[src/rtl/rx_ctrl_pkg.sv]
// Shared types and helpers for the receive-side symbol-timing controller.
package rx_ctrl_pkg;

    localparam int unsigned NUM_PHASES = 4;
    localparam int unsigned DV_W       = 18;
    localparam int unsigned MAG_W      = DV_W - 1;

    typedef enum logic [2:0] {
        StIdle,
        StSettle,
        StAccum,
        StCompare,
        StDone
    } search_state_e;

    // |dv| as unsigned MAG_W bits; the single most-negative code clamps to full scale.
    function automatic logic [MAG_W-1:0] sat_abs(input logic signed [DV_W-1:0] dv);
        logic [DV_W-1:0] mag;
        if (dv == {1'b1, {(DV_W-1){1'b0}}}) begin
            return {MAG_W{1'b1}};
        end
        mag = dv[DV_W-1] ? (~dv + {{(DV_W-1){1'b0}}, 1'b1}) : dv;
        return mag[MAG_W-1:0];
    endfunction

endpackage

[src/rtl/phase_metric_acc.sv]
// Magnitude accumulator for one phase window: sums saturated |dec_var| on enable.
module phase_metric_acc
    import rx_ctrl_pkg::*;
#(
    parameter int unsigned LOG2_SYMS = 8
) (
    input  logic                          clk_i,
    input  logic                          reset_i,
    input  logic                          clr_i,
    input  logic                          en_i,
    input  logic signed [DV_W-1:0]        dec_var_i,
    output logic [MAG_W+LOG2_SYMS-1:0]    acc_o
);

    localparam int unsigned ACC_W = MAG_W + LOG2_SYMS;

    logic [ACC_W-1:0] acc_q, acc_d;

    // Clear wins over accumulate; width leaves headroom for 2^LOG2_SYMS full-scale symbols.
    always_comb begin
        acc_d = acc_q;
        if (clr_i) begin
            acc_d = '0;
        end else if (en_i) begin
            acc_d = acc_q + ACC_W'(sat_abs(dec_var_i));
        end
    end

    // Accumulator register with synchronous reset.
    always_ff @(posedge clk_i) begin
        if (reset_i) begin
            acc_q <= '0;
        end else begin
            acc_q <= acc_d;
        end
    end

    assign acc_o = acc_q;

endmodule

[src/rtl/sym_phase_search_ctrl.sv]
// Symbol-timing phase search: steps the 4-way sample-phase select, measures the
// mean magnitude per phase, locks the strongest and pulses a downstream clear.
// Optional build macro MANUAL_PHASE_EN adds a manual phase override.
module sym_phase_search_ctrl
    import rx_ctrl_pkg::*;
#(
    parameter int unsigned LOG2_SYMS   = 8,
    parameter int unsigned SETTLE_SYMS = 4,
    parameter bit          AUTO_START  = 1'b1
) (
    input  logic                          sys_clk_i,
    input  logic                          reset_i,
    input  logic                          sym_clk_en_i,
    input  logic signed [DV_W-1:0]        dec_var_i,
    input  logic                          start_i,
`ifdef MANUAL_PHASE_EN
    input  logic                          manual_en_i,
    input  logic [1:0]                    manual_phase_i,
`endif
    output logic [1:0]                    phase_sel_o,
    output logic                          busy_o,
    output logic                          locked_o,
    output logic                          clr_acc_o,
    output logic [MAG_W+LOG2_SYMS-1:0]    best_metric_o
);

    localparam int unsigned ACC_W = MAG_W + LOG2_SYMS;
    // One counter serves both the settle and accumulate windows.
    localparam int unsigned CNT_W = (LOG2_SYMS > 4) ? LOG2_SYMS : 4;
    localparam logic [CNT_W-1:0] SETTLE_LAST = CNT_W'(SETTLE_SYMS - 1);
    localparam logic [CNT_W-1:0] ACCUM_LAST  = CNT_W'((2 ** LOG2_SYMS) - 1);
    localparam logic [1:0]       PHASE_LAST  = 2'(NUM_PHASES - 1);

    search_state_e    state_q, state_d;
    logic [1:0]       phase_q, phase_d;
    logic [1:0]       best_idx_q, best_idx_d;
    logic             busy_q, busy_d;
    logic             locked_q, locked_d;
    logic             auto_pend_q, auto_pend_d;
    logic [CNT_W-1:0] sym_cnt_q, sym_cnt_d;
    logic [ACC_W-1:0] best_q, best_d;
    logic [ACC_W-1:0] best_metric_q, best_metric_d;

    logic [ACC_W-1:0] acc;
    logic             acc_clr;
    logic             acc_en;

    phase_metric_acc #(
        .LOG2_SYMS (LOG2_SYMS)
    ) u_metric_acc (
        .clk_i     (sys_clk_i),
        .reset_i   (reset_i),
        .clr_i     (acc_clr),
        .en_i      (acc_en),
        .dec_var_i (dec_var_i),
        .acc_o     (acc)
    );

    // State and datapath registers; auto-start request is re-armed by every reset.
    always_ff @(posedge sys_clk_i) begin
        if (reset_i) begin
            state_q       <= StIdle;
            phase_q       <= '0;
            best_idx_q    <= '0;
            busy_q        <= 1'b0;
            locked_q      <= 1'b0;
            auto_pend_q   <= AUTO_START;
            sym_cnt_q     <= '0;
            best_q        <= '0;
            best_metric_q <= '0;
        end else begin
            state_q       <= state_d;
            phase_q       <= phase_d;
            best_idx_q    <= best_idx_d;
            busy_q        <= busy_d;
            locked_q      <= locked_d;
            auto_pend_q   <= auto_pend_d;
            sym_cnt_q     <= sym_cnt_d;
            best_q        <= best_d;
            best_metric_q <= best_metric_d;
        end
    end

    // Next-state and datapath updates for the search sequence.
    always_comb begin
        state_d       = state_q;
        phase_d       = phase_q;
        best_idx_d    = best_idx_q;
        busy_d        = busy_q;
        locked_d      = locked_q;
        auto_pend_d   = auto_pend_q;
        sym_cnt_d     = sym_cnt_q;
        best_d        = best_q;
        best_metric_d = best_metric_q;
        acc_clr       = 1'b0;

        unique case (state_q)
            StIdle: begin
                if (start_i || auto_pend_q) begin
                    state_d     = StSettle;
                    phase_d     = '0;
                    busy_d      = 1'b1;
                    locked_d    = 1'b0;
                    best_d      = '0;
                    best_idx_d  = '0;
                    sym_cnt_d   = '0;
                    acc_clr     = 1'b1;
                    auto_pend_d = 1'b0;
                end
            end
            StSettle: begin
                if (sym_clk_en_i) begin
                    if (sym_cnt_q == SETTLE_LAST) begin
                        sym_cnt_d = '0;
                        state_d   = StAccum;
                    end else begin
                        sym_cnt_d = sym_cnt_q + CNT_W'(1);
                    end
                end
            end
            StAccum: begin
                if (sym_clk_en_i) begin
                    if (sym_cnt_q == ACCUM_LAST) begin
                        sym_cnt_d = '0;
                        state_d   = StCompare;
                    end else begin
                        sym_cnt_d = sym_cnt_q + CNT_W'(1);
                    end
                end
            end
            StCompare: begin
                // Strict compare: on a tie the earlier (lower) phase is kept.
                if (acc > best_q) begin
                    best_d     = acc;
                    best_idx_d = phase_q;
                end
                acc_clr = 1'b1;
                if (phase_q == PHASE_LAST) begin
                    state_d = StDone;
                end else begin
                    phase_d = phase_q + 2'd1;
                    state_d = StSettle;
                end
            end
            StDone: begin
                phase_d       = best_idx_q;
                best_metric_d = best_q;
                locked_d      = 1'b1;
                busy_d        = 1'b0;
                state_d       = StIdle;
            end
            default: begin
                state_d = StIdle;
            end
        endcase

`ifdef MANUAL_PHASE_EN
        // Manual override aborts any search and parks the FSM on the chosen phase.
        if (manual_en_i) begin
            state_d     = StIdle;
            phase_d     = manual_phase_i;
            busy_d      = 1'b0;
            locked_d    = 1'b0;
            auto_pend_d = 1'b0;
            sym_cnt_d   = '0;
            acc_clr     = 1'b1;
        end
`endif
    end

    // Outputs and accumulator enable decoded from the current state.
    always_comb begin
        phase_sel_o   = phase_q;
        busy_o        = busy_q;
        locked_o      = locked_q;
        clr_acc_o     = (state_q == StDone);
        best_metric_o = best_metric_q;
        acc_en        = (state_q == StAccum) && sym_clk_en_i;
`ifdef MANUAL_PHASE_EN
        if (manual_en_i) begin
            phase_sel_o = manual_phase_i;
            busy_o      = 1'b0;
            locked_o    = 1'b0;
            clr_acc_o   = 1'b0;
            acc_en      = 1'b0;
        end
`endif
    end

endmodule

[config.mk]
export PLATFORM = sky130hd
export DESIGN_NAME = sym_phase_search_ctrl
export DESIGN_NICKNAME = d
export VERILOG_FILES = /design/src/rtl/rx_ctrl_pkg.sv /design/src/rtl/phase_metric_acc.sv /design/src/rtl/sym_phase_search_ctrl.sv
export SDC_FILE = /design/constraint.sdc
export NUM_CORES = 1
export LEC_CHECK = 0
export CAP_MARGIN = 5
export CORE_UTILIZATION = 55
export DETAILED_ROUTE_END_ITERATION = 8
export PLACE_DENSITY = 0.88
export REMOVE_ABC_BUFFERS = 1
export SYNTH_ARGS = -nofsm -noshare
export SYNTH_HDL_FRONTEND = slang
export SYNTH_SLANG_ARGS = --single-unit
[constraint.sdc]
create_clock -name sys_clk_i -period 5.9 [get_ports sys_clk_i]
set_input_delay 1.18 -clock sys_clk_i [delete_from_list [all_inputs] [get_ports sys_clk_i]]
set_output_delay 1.18 -clock sys_clk_i [all_outputs]
set_load 0.05 [all_outputs]
==> metrics.cfg <==
[detailed_routing]
vias_per_cell = 5.76
drtIter0Drc = 244
route.met3.wl_um = 461
highest_layer = met4
drc = 0
totalWireLength_mm = 12.8
post_drt_wl_per_cell_um = 14.2
drtPass1Iterations = 4
drt-met1-wl_mm = 5.99
wl_met2_mm = 6.09
vias = 5175
antenna_left = 0

[hold_path]
hp-start = busy_o
hold_path_class = reg -> reg
hold_path_depth = 2

[floorplanning]
initial_utilization_pct = 57.0
dieArea_um2 = 10600
fp.dieH_um = 103
io_pins = 52
die_w_um = 103
core_um2 = 9820
placementRows = 36

[synth]
synthAdderAreaFrac_pct = 10.4
synth.area.mux_share_pct = 0.715
synth-edff-count = 0
syn_avg_cell_area_um2 = 7.68
yosys.area_share.simple_pct = 24.5
synth_seq_cells = 93
netlist-cell-type-count = 56
yosys_warnings = 0
synthFlopType = dfxtp_1
synth_top_family_by_area = simple AND/OR/NAND/NOR gates
async_reset_ff_share_pct = 0
syn_inst = 729
syn-cell-area_um2 = 5600
seq_area_frac_synth_pct = 33.3
synth_xor_area_share_pct = 5.01
synth_compound_area_share_pct = 19.4

[finish]
fillers = 869
area_delta_synth_final_pct = 14.1
final_net_count = 831
postLayoutCellArea_um2 = 6390
diodes = 0
drive_gt1_share_pct = 8.49

[worst_setup_path]
r2r_start = u_metric_acc.acc_o[2]
path_class = in -> reg
path_common_cell = or3_4
cp_cell_sequence = clkdlybuf4s50_1 -> or4_4 -> or3_4 -> or3_4 -> or3_4 -> inv_1 -> nand3_4 -> nand2_1 -> ha_1 -> inv_1 -> fa_1 -> nor2b_1 -> o211ai_1 -> a31o_2 -> a211oi_1 -> o21ai_0 -> or3_1 -> a21oi_1
critical_path.slowest_cell = or4_4
max_stage_delay_ps = 520
worst_setup_path_end_kind = flop
cp.arrival_ps = 5780
critPathLaunch = dec_var_i[4]
worst-r2r-cell-count = 9
critPathRequiredTime_ps = 6200
critPathMaxFanout = 5
worstSetupStartpointType = input port

[timing]
post-route-period-util_pct = 92.9
rsz0062_at_grt = false
drv_slew = 0
fmax_mhz = 182
skew_ps = 8.05
setup_violations = 0
max_slew_margin_pct = 33.6
worstMarginPinSlew_ps = 992
hold_viol_final = 0
fin_tns_setup_ps = 0
fin_crit_ps = 5480

[clocking]
cts_buffers = 9
cts.clk_slew.worst_paths_ps = 90
clock_latency_ps = 360
cts_max_level = 3
cts_setup_buffers = 0
cts_tree = built
postCtsResizedCells = 0
holdBufCountCts = 0
cts_root_buffer = clkbuf_8
clockBufferDepth = 2
cts_sinks = 93

[grt]
grt_overflow_total = 0
track_usage_pct = 25.1
grt_max_degree = 64
grt_pass1_vias = 4774
grt_antenna_before_repair = 0
grt_pass1_wl_mm = 21.1

[flow_run]
drv_cap = 0

[place]
hpwl_mm = 9.42
place_congestion = 0.916
dpl_cell_area_um2 = 6200
numPortBuffers = 51

[status]
outcome = finished clean

[pwr]
cellPowerDensity_nw_per_um2 = 226
ir_drop_mv = 0.128
power_mw = 1.44
leakagePower_nw = 2.30

[path summary, 6_finish.rpt]
kind / endpoint / slack (ps)
setup / recovery: u_metric_acc.acc_o[20] / 420
hold / removal: busy_o / 450
setup reg to reg: best_q[0] / 2570
hold reg to reg: busy_o / 450
[per-layer routing]
metal  GRT usage [%]  vias to the layer above
met1            31.4                     2431
met3            4.07                       25
met5               0                        -
li1                -                     2587
met2            43.5                      132
met4            8.99                        0
[cells in the mapped netlist (all sizes together), types with 10 or more instances]
cell type  instances  area share, %
or2               29            3.2
dfxtp             93             33
nor3              13            1.2
nand2            102            6.8
inv               62            4.2
xnor2             12            1.9
xor2              20            3.1
o21ai             28            2.5
nand3             47            4.4
a21oi             93            8.3
a211oi            12            1.6
nor2              29            1.9
clkbuf            32            2.1
ha                45             10
nand4             10            1.1
[area by class of cell]
class / instances / area, µm² / share of cell area, %
repair buffers: 59 / 566 / 8.85
flip-flops and latches: 93 / 1860 / 29.1
clock buffers: 10 / 138 / 2.15
multi-input cells: 538 / 3380 / 52.8
inverters: 62 / 233 / 3.64
clock inverters: 4 / 50.0 / 0.783
well taps: 133 / 166 / 2.60
[critical path, delay by kind of cell]
| kind | cells | cell delay (ps) |
|---|---|---|
| simple gates | 8 | 2390 |
| compound gates | 5 | 1000 |
| buf+inv | 3 | 650 |
| fa+ha+maj | 2 | 540 |
[registers in the layout, indices dropped and copies added (netlist names)]
name                cells
auto_pend_q             1
best_idx_q              2
best_metric_o          25
best_q                 25
busy_o                  1
locked_o                1
phase_sel_o             2
state_q                 3
sym_cnt_q               8
u_metric_acc.acc_o     25
[per-stage QoR]
| stage | util, % | setup slack, ps | hold slack [ps] | cells |
|---|---|---|---|---|
| 2_1_floorplan | - | 674 | 439 | 693 |
| 3_3_place_gp | 63.2 | 261 | 441 | 885 |
| 3_5_place_dp | 63.2 | 86.1 | 446 | 885 |
| 4_1_cts | 65.1 | 464 | 458 | 899 |
| 5_1_grt | 65.1 | 89.1 | 473 | 899 |
| 6_report | 65.1 | 416 | 455 | 899 |
[cell usage in the layout, fill, tap and decap left out, types with 5 or more instances in the layout]
| cell type | n |
|---|---|
| clkbuf_8 | 10 |
| xor2_1 | 20 |
| a31oi_1 | 6 |
| ha_1 | 45 |
| clkdlybuf4s50_1 | 50 |
| o21ai_0 | 27 |
| inv_1 | 62 |
| nand2b_1 | 5 |
| nor2_1 | 29 |
| nor2b_1 | 7 |
| nand3_1 | 46 |
| nand2_1 | 102 |
| dfxtp_1 | 93 |
| nand4_1 | 10 |
| or3_1 | 6 |
| nor3_1 | 13 |
| and3_1 | 5 |
| xnor2_1 | 12 |
| a21o_1 | 6 |
| o211ai_1 | 6 |
| a21oi_1 | 93 |
| a211oi_1 | 12 |
| buf_4 | 8 |
| o31ai_1 | 9 |
| or2_2 | 29 |
[cell families (layout without fill, tap and decap cells)]
| logic type | count (synthesis) | in the layout |
|---|---|---|
| xor+xnor | 32 | 32 |
| fa+ha+maj | 46 | 46 |
| compound gates | 181 | 181 |
| flops | 93 | 93 |
| mux | 4 | 4 |
| simple gates | 275 | 275 |
| buf+inv | 98 | 135 |
[power by group]
group / internal [mW] / total (mW) / switching (mW)
clock network: 0.202 / 0.416 / 0.214
registers: 0.646 / 0.677 / 0.0302
logic: 0.123 / 0.352 / 0.228
(Power assumes the default switching activity.)
